File: src/rtl/dna_pkg.sv
// Shared constants, the nucleotide alphabet and the decoder state type for
// the DNA-to-binary read path.
package dna_pkg;

  localparam int ASCII_SIZE    = 8;
  localparam int BYTE_SIZE     = 8;
  localparam int GROUP_LETTERS = 5;
  localparam int NUM_BYTES     = 8;

  localparam int GROUP_W = GROUP_LETTERS * ASCII_SIZE;   // 40 bits per group
  localparam int DNA_W   = NUM_BYTES * GROUP_W;          // 320-bit strand
  localparam int MSG_W   = NUM_BYTES * BYTE_SIZE;        // 64-bit message
  localparam int GRP_W   = $clog2(NUM_BYTES);            // group index width

  // Position in this table is the 2-bit value a letter carries.
  localparam logic [ASCII_SIZE-1:0] NUCLEOTIDES [4] = '{"A", "C", "G", "T"};

  typedef enum logic [1:0] {
    IDLE   = 2'd0,
    FETCH  = 2'd1,
    DECODE = 2'd2
  } dna_state_e;

endpackage

File: src/rtl/dna_to_bin_if.sv
// Bus between the strand source and the DNA-to-binary decoder.
//
// Handshake: there is no valid/ready pair. 'start' is a level; the decoder
// accepts a job only on a 0->1 transition of 'start' seen while idle, and it
// samples 'dna' on that same clock edge. 'busy' is high until the job ends;
// 'finish_flag' then rises and the results stay stable until the next
// accepted start. 'state_dbg' mirrors the decoder FSM for observation only.
interface dna_to_bin_if;
  import dna_pkg::*;

  logic                 start;
  logic [DNA_W-1:0]     dna;
  logic [MSG_W-1:0]     binary_message;
  logic                 finish_flag;
  logic                 busy;
  logic                 err_flag;
  logic [GRP_W-1:0]     err_group;
  dna_state_e           state_dbg;

  modport master (
    output start, dna,
    input  binary_message, finish_flag, busy, err_flag, err_group, state_dbg
  );

  modport slave (
    input  start, dna,
    output binary_message, finish_flag, busy, err_flag, err_group, state_dbg
  );

endinterface

File: src/rtl/dna_letter_decode.sv
// Maps one ASCII letter to its 2-bit nucleotide value; anything outside
// A/C/G/T is flagged invalid and decodes as 0.
module dna_letter_decode
  import dna_pkg::*;
(
  input  logic [ASCII_SIZE-1:0] letter,
  output logic [1:0]            idx,
  output logic                  valid
);

  // Table lookup against the nucleotide alphabet.
  always_comb begin
    idx   = 2'd0;
    valid = 1'b0;
    for (int i = 0; i < 4; i++) begin
      if (letter == NUCLEOTIDES[i]) begin
        idx   = 2'(i);
        valid = 1'b1;
      end
    end
  end

endmodule

File: src/rtl/dna_to_bin.sv
// DNA strand to 64-bit message decoder. Walks the eight 5-letter groups from
// the highest index down, one group every two clocks (FETCH then DECODE).
// Optional build macro: DNA_CHECK_EN adds homopolymer/repeat pattern checks
// to the per-group error detection.
module dna_to_bin
  import dna_pkg::*;
(
  input  logic        clk,
  input  logic        resetN,
  dna_to_bin_if.slave bus
);

  dna_state_e             state_q,     state_d;
  logic                   start_d_q;
  logic [DNA_W-1:0]       dna_q,       dna_d;
  logic [GROUP_W-1:0]     group_q,     group_d;
  logic [GRP_W-1:0]       grp_q,       grp_d;
  logic [MSG_W-1:0]       msg_q,       msg_d;
  logic                   finish_q,    finish_d;
  logic                   err_q,       err_d;
  logic [GRP_W-1:0]       err_grp_q,   err_grp_d;

  logic [ASCII_SIZE-1:0]  letter [GROUP_LETTERS];
  logic [1:0]             idx    [GROUP_LETTERS];
  logic [GROUP_LETTERS-1:0] valid;
  logic [1:0]             low_bits;
  logic [BYTE_SIZE-1:0]   dec_byte;
  logic                   pattern_bad;
  logic                   group_bad;
  logic                   start_rise;

  // One letter decoder per letter position of the fetched group (L0 at LSB).
  for (genvar l = 0; l < GROUP_LETTERS; l++) begin : g_letter
    assign letter[l] = group_q[l*ASCII_SIZE +: ASCII_SIZE];
    dna_letter_decode u_dec (
      .letter (letter[l]),
      .idx    (idx[l]),
      .valid  (valid[l])
    );
  end

  // L2 is the spacer: the low data bits are L0 relative to it, mod 4.
  assign low_bits = idx[0] - idx[2];
  assign dec_byte = {idx[4], idx[3], idx[1], low_bits};

`ifdef DNA_CHECK_EN
  // Runs the encoder never produces: L4=L3=L2, or L1=L0.
  assign pattern_bad = ((letter[4] == letter[2]) && (letter[3] == letter[2])) ||
                       (letter[1] == letter[0]);
`else
  assign pattern_bad = 1'b0;
`endif

  assign group_bad  = !(&valid) || pattern_bad;
  assign start_rise = bus.start && !start_d_q;

  // Next-state and datapath updates; every register holds unless told otherwise.
  always_comb begin
    state_d   = state_q;
    dna_d     = dna_q;
    group_d   = group_q;
    grp_d     = grp_q;
    msg_d     = msg_q;
    finish_d  = finish_q;
    err_d     = err_q;
    err_grp_d = err_grp_q;
    case (state_q)
      IDLE: begin
        if (start_rise) begin
          dna_d     = bus.dna;
          grp_d     = GRP_W'(NUM_BYTES - 1);
          msg_d     = '0;
          finish_d  = 1'b0;
          err_d     = 1'b0;
          err_grp_d = '0;
          state_d   = FETCH;
        end
      end
      FETCH: begin
        group_d = dna_q[grp_q*GROUP_W +: GROUP_W];
        state_d = DECODE;
      end
      DECODE: begin
        msg_d[grp_q*BYTE_SIZE +: BYTE_SIZE] = dec_byte;
        if (group_bad) begin
          err_d = 1'b1;
          // Groups run high to low, so the first hit is the highest index.
          if (!err_q) err_grp_d = grp_q;
        end
        if (grp_q != '0) begin
          grp_d   = grp_q - 1'b1;
          state_d = FETCH;
        end else begin
          finish_d = 1'b1;
          state_d  = IDLE;
        end
      end
      default: state_d = IDLE;
    endcase
  end

  // State and datapath registers; reset aborts any conversion in flight.
  always_ff @(posedge clk or negedge resetN) begin
    if (!resetN) begin
      state_q   <= IDLE;
      start_d_q <= 1'b0;
      dna_q     <= '0;
      group_q   <= '0;
      grp_q     <= '0;
      msg_q     <= '0;
      finish_q  <= 1'b0;
      err_q     <= 1'b0;
      err_grp_q <= '0;
    end else begin
      state_q   <= state_d;
      start_d_q <= bus.start;
      dna_q     <= dna_d;
      group_q   <= group_d;
      grp_q     <= grp_d;
      msg_q     <= msg_d;
      finish_q  <= finish_d;
      err_q     <= err_d;
      err_grp_q <= err_grp_d;
    end
  end

  assign bus.binary_message = msg_q;
  assign bus.finish_flag    = finish_q;
  assign bus.busy           = (state_q != IDLE);
  assign bus.err_flag       = err_q;
  assign bus.err_group      = err_grp_q;
  assign bus.state_dbg      = state_q;

endmodule

File: src/flat_wrapper.sv
// flat-port wrapper written by rule: the top's interface ports become plain ports
module dna_to_bin_flat import dna_pkg::*;
  (clk, resetN, bus_start, bus_dna, bus_binary_message, bus_finish_flag, bus_busy, bus_err_flag, bus_err_group, bus_state_dbg);
  dna_to_bin_if bus_i ();
  input  logic clk;
  input  logic resetN;
  input wire logic [$bits(bus_i.start)-1:0] bus_start;
  input wire logic [$bits(bus_i.dna)-1:0] bus_dna;
  output wire logic [$bits(bus_i.binary_message)-1:0] bus_binary_message;
  output wire logic [$bits(bus_i.finish_flag)-1:0] bus_finish_flag;
  output wire logic [$bits(bus_i.busy)-1:0] bus_busy;
  output wire logic [$bits(bus_i.err_flag)-1:0] bus_err_flag;
  output wire logic [$bits(bus_i.err_group)-1:0] bus_err_group;
  output wire logic [$bits(bus_i.state_dbg)-1:0] bus_state_dbg;
  assign bus_i.start = bus_start;
  assign bus_i.dna = bus_dna;
  assign bus_binary_message = bus_i.binary_message;
  assign bus_finish_flag = bus_i.finish_flag;
  assign bus_busy = bus_i.busy;
  assign bus_err_flag = bus_i.err_flag;
  assign bus_err_group = bus_i.err_group;
  assign bus_state_dbg = bus_i.state_dbg;
  dna_to_bin u_core (.clk(clk), .resetN(resetN), .bus(bus_i));
endmodule
File: config.mk
export PLATFORM = sky130hd
export DESIGN_NAME = dna_to_bin_flat
export DESIGN_NICKNAME = d
export VERILOG_FILES = /design/src/rtl/dna_pkg.sv /design/src/rtl/dna_to_bin_if.sv /design/src/rtl/dna_letter_decode.sv /design/src/rtl/dna_to_bin.sv /design/src/flat_wrapper.sv
export SDC_FILE = /design/constraint.sdc
export NUM_CORES = 1
export LEC_CHECK = 0
export ABC_AREA = 1
export ABC_CLOCK_PERIOD_IN_PS = 6760
export CORE_UTILIZATION = 28
export DETAILED_ROUTE_END_ITERATION = 16
export GPL_TIMING_DRIVEN = 0
export SYNTH_ARGS = -nofsm -noshare
export SYNTH_HDL_FRONTEND = slang
export SYNTH_SLANG_ARGS = --single-unit
File: constraint.sdc
create_clock -name clk -period 6.76 [get_ports clk]
set_clock_uncertainty 0.2 [all_clocks]
set_input_delay 1.352 -clock clk [delete_from_list [all_inputs] [get_ports clk]]
set_output_delay 1.352 -clock clk [all_outputs]
set_load 0.05 [all_outputs]
==> out/results.ini <==
[drt]
first_pass_iters = 6
drc = 0
drt-initial-drc-count = 1723
ant_nets = 0
via_per_inst = 4.81
totalWireLength_mm = 81.0
wl_per_cell_um = 21.2
vias = 18400

[clocking]
htree_levels = 2
cts_buffer_depth = 3
cts_sinks = 435
clock-root-buffer = clkbuf_16
numCtsBuffers = 50
post_cts_resized = 0
cts_hold_buf = 0
clkSlewWorstSetupHoldPaths_ps = 60
worst_skew_pair.late_latency_ps = 600
cts_tree = yes
post_cts_buffers = 0

[yosys]
yosysMostFrequentCell = nand2_1
synth.area.top_cells = dfrtp_1 56%, nand2_1 18%, o21ai_0 8.8%
ys_seq_area_share_pct = 55.8
yosys.area.top_type = dfrtp_1
synthArstFlopShare_pct = 100
yosysUniqueCellTypes = 29
synth_edf_count = 0
yosysTopAreaCellShare_pct = 55.8
ys_top_cells_by_count = 958 x nand2_1, 435 x dfrtp_1, 341 x o21ai_0
syn-num-nets = 2739
ys_warn_count = 0
synth_cells = 2410
syn-cell-area_sq_mm = 0.0195
synth-main-ff-cell = dfrtp_1
syn_avg_cell_area_sq_um = 8.09
synth_seq_cells = 435

[timing]
fin_ws_ps = 3210
maxSlewViolCount = 0
hold_viol = 0
min_period_ps = 3550
relSlewSlack_pct = 30.8
min_period_over_period_pct = 52.6
setup_viol = 0
rsz0062_at_grt = no
worst_pin_slew_ps = 1040
whs_ps = 263
fmax_mhz = 281

[floorplanning]
die_h_um = 266
start_util_pct = 28.4
die_area_sq_mm = 0.0707
rows = 96
core_sq_mm = 0.0687
chipWidth_um = 266
io_pins = 395

[placement]
portBuffers = 394
hpwlAfterDp_mm = 62.1
dpl_cell_area_sq_mm = 0.0247
place_ws_ps = 2930
place_congestion = 0.914

[global_route]
grt_max_degree = 120
grt_pass1_wl_mm = 119
track_usage_pct = 22.9
grt-ovfl-total = 0
grt_pass1_vias = 18300
grt_antenna_before_repair = 6

[pwr]
vdd_drop_max_mv = 0.166
p_sw_mw = 4.96
pwr-share-comb_pct = 39.6
clockPowerShare_pct = 23.5
switching_share_pct = 42.5
leakagePower_nw = 12.3
p_int_mw = 6.71
total_power_mw = 11.7
powerDensity_mw_per_mm2 = 443
p_seq_share_pct = 36.9

[setup_path]
cp_data_required_time_ps = 5210
crit_chain = nor2_1 > inv_2 > clkdlybuf4s50_1
worstSetupStartpoint = u_core.bus.state_dbg[1]
reg2reg_depth = 12
crit_path_start_kind = flop
path_delay_family = buffers and inverters
end_kind = primary output
crit_arrival_ps = 2000
cp_max_fo = 3
cp_slowest_stage_delay_ps = 790
slowest_stage = clkdlybuf4s50_1
rrSetupSlack_ps = 3330
reg2reg_from = u_core.grp_q[0]
worst-path-buf-inv = 2
reg2reg_to = u_core.bus.binary_message[35]
critPathKind = flop to primary output

[layout]
postLayoutCellArea_sq_mm = 0.0263
multi_input_area_sq_mm = 0.00737
drive_above_1_share_pct = 6.04
seq_area_sq_mm = 0.0109
fillers = 7190
nets = 3188
area_growth_pct = 35.1

[run]
maxCapViolations = 0

[worst_hold_path]
min-delay-start = u_core.dna_q[23]
whs_path_depth = 2
hp-class = flop to flop
min_to = u_core.dna_q[23]

[outcome]
outcome = finished, final reports clean

[worst register-to-register path, stage by stage, from the launching register on]
cell and delay (ps):
dfrtp_1 550, inv_2 130, buf_6 200, clkbuf_1 630, ha_1 270, ha_1 240, inv_1 150, nor2_1 110
nand2_1 120, nor3_1 70, nor2_1 420, nand2_1 130, o21ai_0 120
[area by class of cell]
class	instances	area share (%)
Inverter	153	2.18
Antenna cell	2	0.0190
Clock buffer	73	5.50
Sequential cell	435	41.3
Buffer	145	2.54
Timing Repair Buffer	397	15.3
Multi-Input combinational cell	1677	28.0
Tap cell	931	4.42
Clock inverter	15	0.713
[power groups by stage]
stage	logic, mW	clock network (mW)	registers [mW]
6_report	4.62	2.75	4.30
5_1_grt	5.11	2.89	4.41
4_1_cts	4.60	2.79	4.28
3_5_place_dp	4.58	0	4.32
3_3_place_gp	4.51	0	4.33
2_1_floorplan	2.66	0	4.17
[kinds of logic after synthesis]
family	after synthesis	share of synthesized area (%)
buffers and inverters	298	6.38
AO/OA/AOI/OAI	498	13.9
AND/OR/NAND/NOR	1173	23.5
flip-flops	435	55.8
adder cells (fa/ha/maj)	6	0.385
[sequential cells by signal, summed over array words and instances, names as in the netlist]
signal	count
u_core.bus.binary_message	64
u_core.bus.err_flag	1
u_core.bus.err_group	3
u_core.bus.finish_flag	1
u_core.bus.state_dbg	2
u_core.dna_q	320
u_core.group_q	40
u_core.grp_q	3
u_core.start_d_q	1
[per-layer routing]
layer | global-route usage [%] | share of wire [%]
met5 | 0 | 0.056
met4 | 7.25 | 2.8
met3 | 3.82 | 7.1
met2 | 37.2 | 47
met1 | 31.0 | 43
[metrics by stage]
| stage | TNS, ps | util (%) | cells |
|---|---|---|---|
| global route | 0 | 38.3 | 3826 |
| CTS | 0 | 38.3 | 3826 |
| global placement | -6940100 | 35.8 | 3735 |
| finish | 0 | 38.3 | 3828 |
| detailed placement | 0 | 35.9 | 3738 |
| floorplan | 0 | - | 2410 |
[cell usage in the layout, fill, tap and decap left out, types with 7 or more instances in the layout]
master and count:
clkbuf_16 51, nand2_1 958, dfrtp_1 435, inv_1 143
nor2_1 122, nand4_1 8, buf_2 61, nand3_1 67
o221ai_1 39, clkinv_2 7, inv_2 9, o211ai_1 24
clkbuf_1 84, clkdlybuf4s50_1 393, clkbuf_8 9, o21ai_0 341
o21ai_1 30, buf_4 9, a21oi_1 58
[worst max-delay path by stage]
| stage | slack (ps) | end | cells after the start |
|---|---|---|---|
| after floorplan | 4240 | bus_busy | 2 |
| after global placement | -16020 | u_core.dna_q[3] | 1 |
| after detailed placement | 2930 | u_core.dna_q[38] | 8 |
| after CTS | 3170 | bus_busy | 3 |
| after global routing | 3140 | bus_busy | 3 |
| final | 3210 | bus_busy | 3 |
Note: power is estimated with default switching activity, not from simulation.
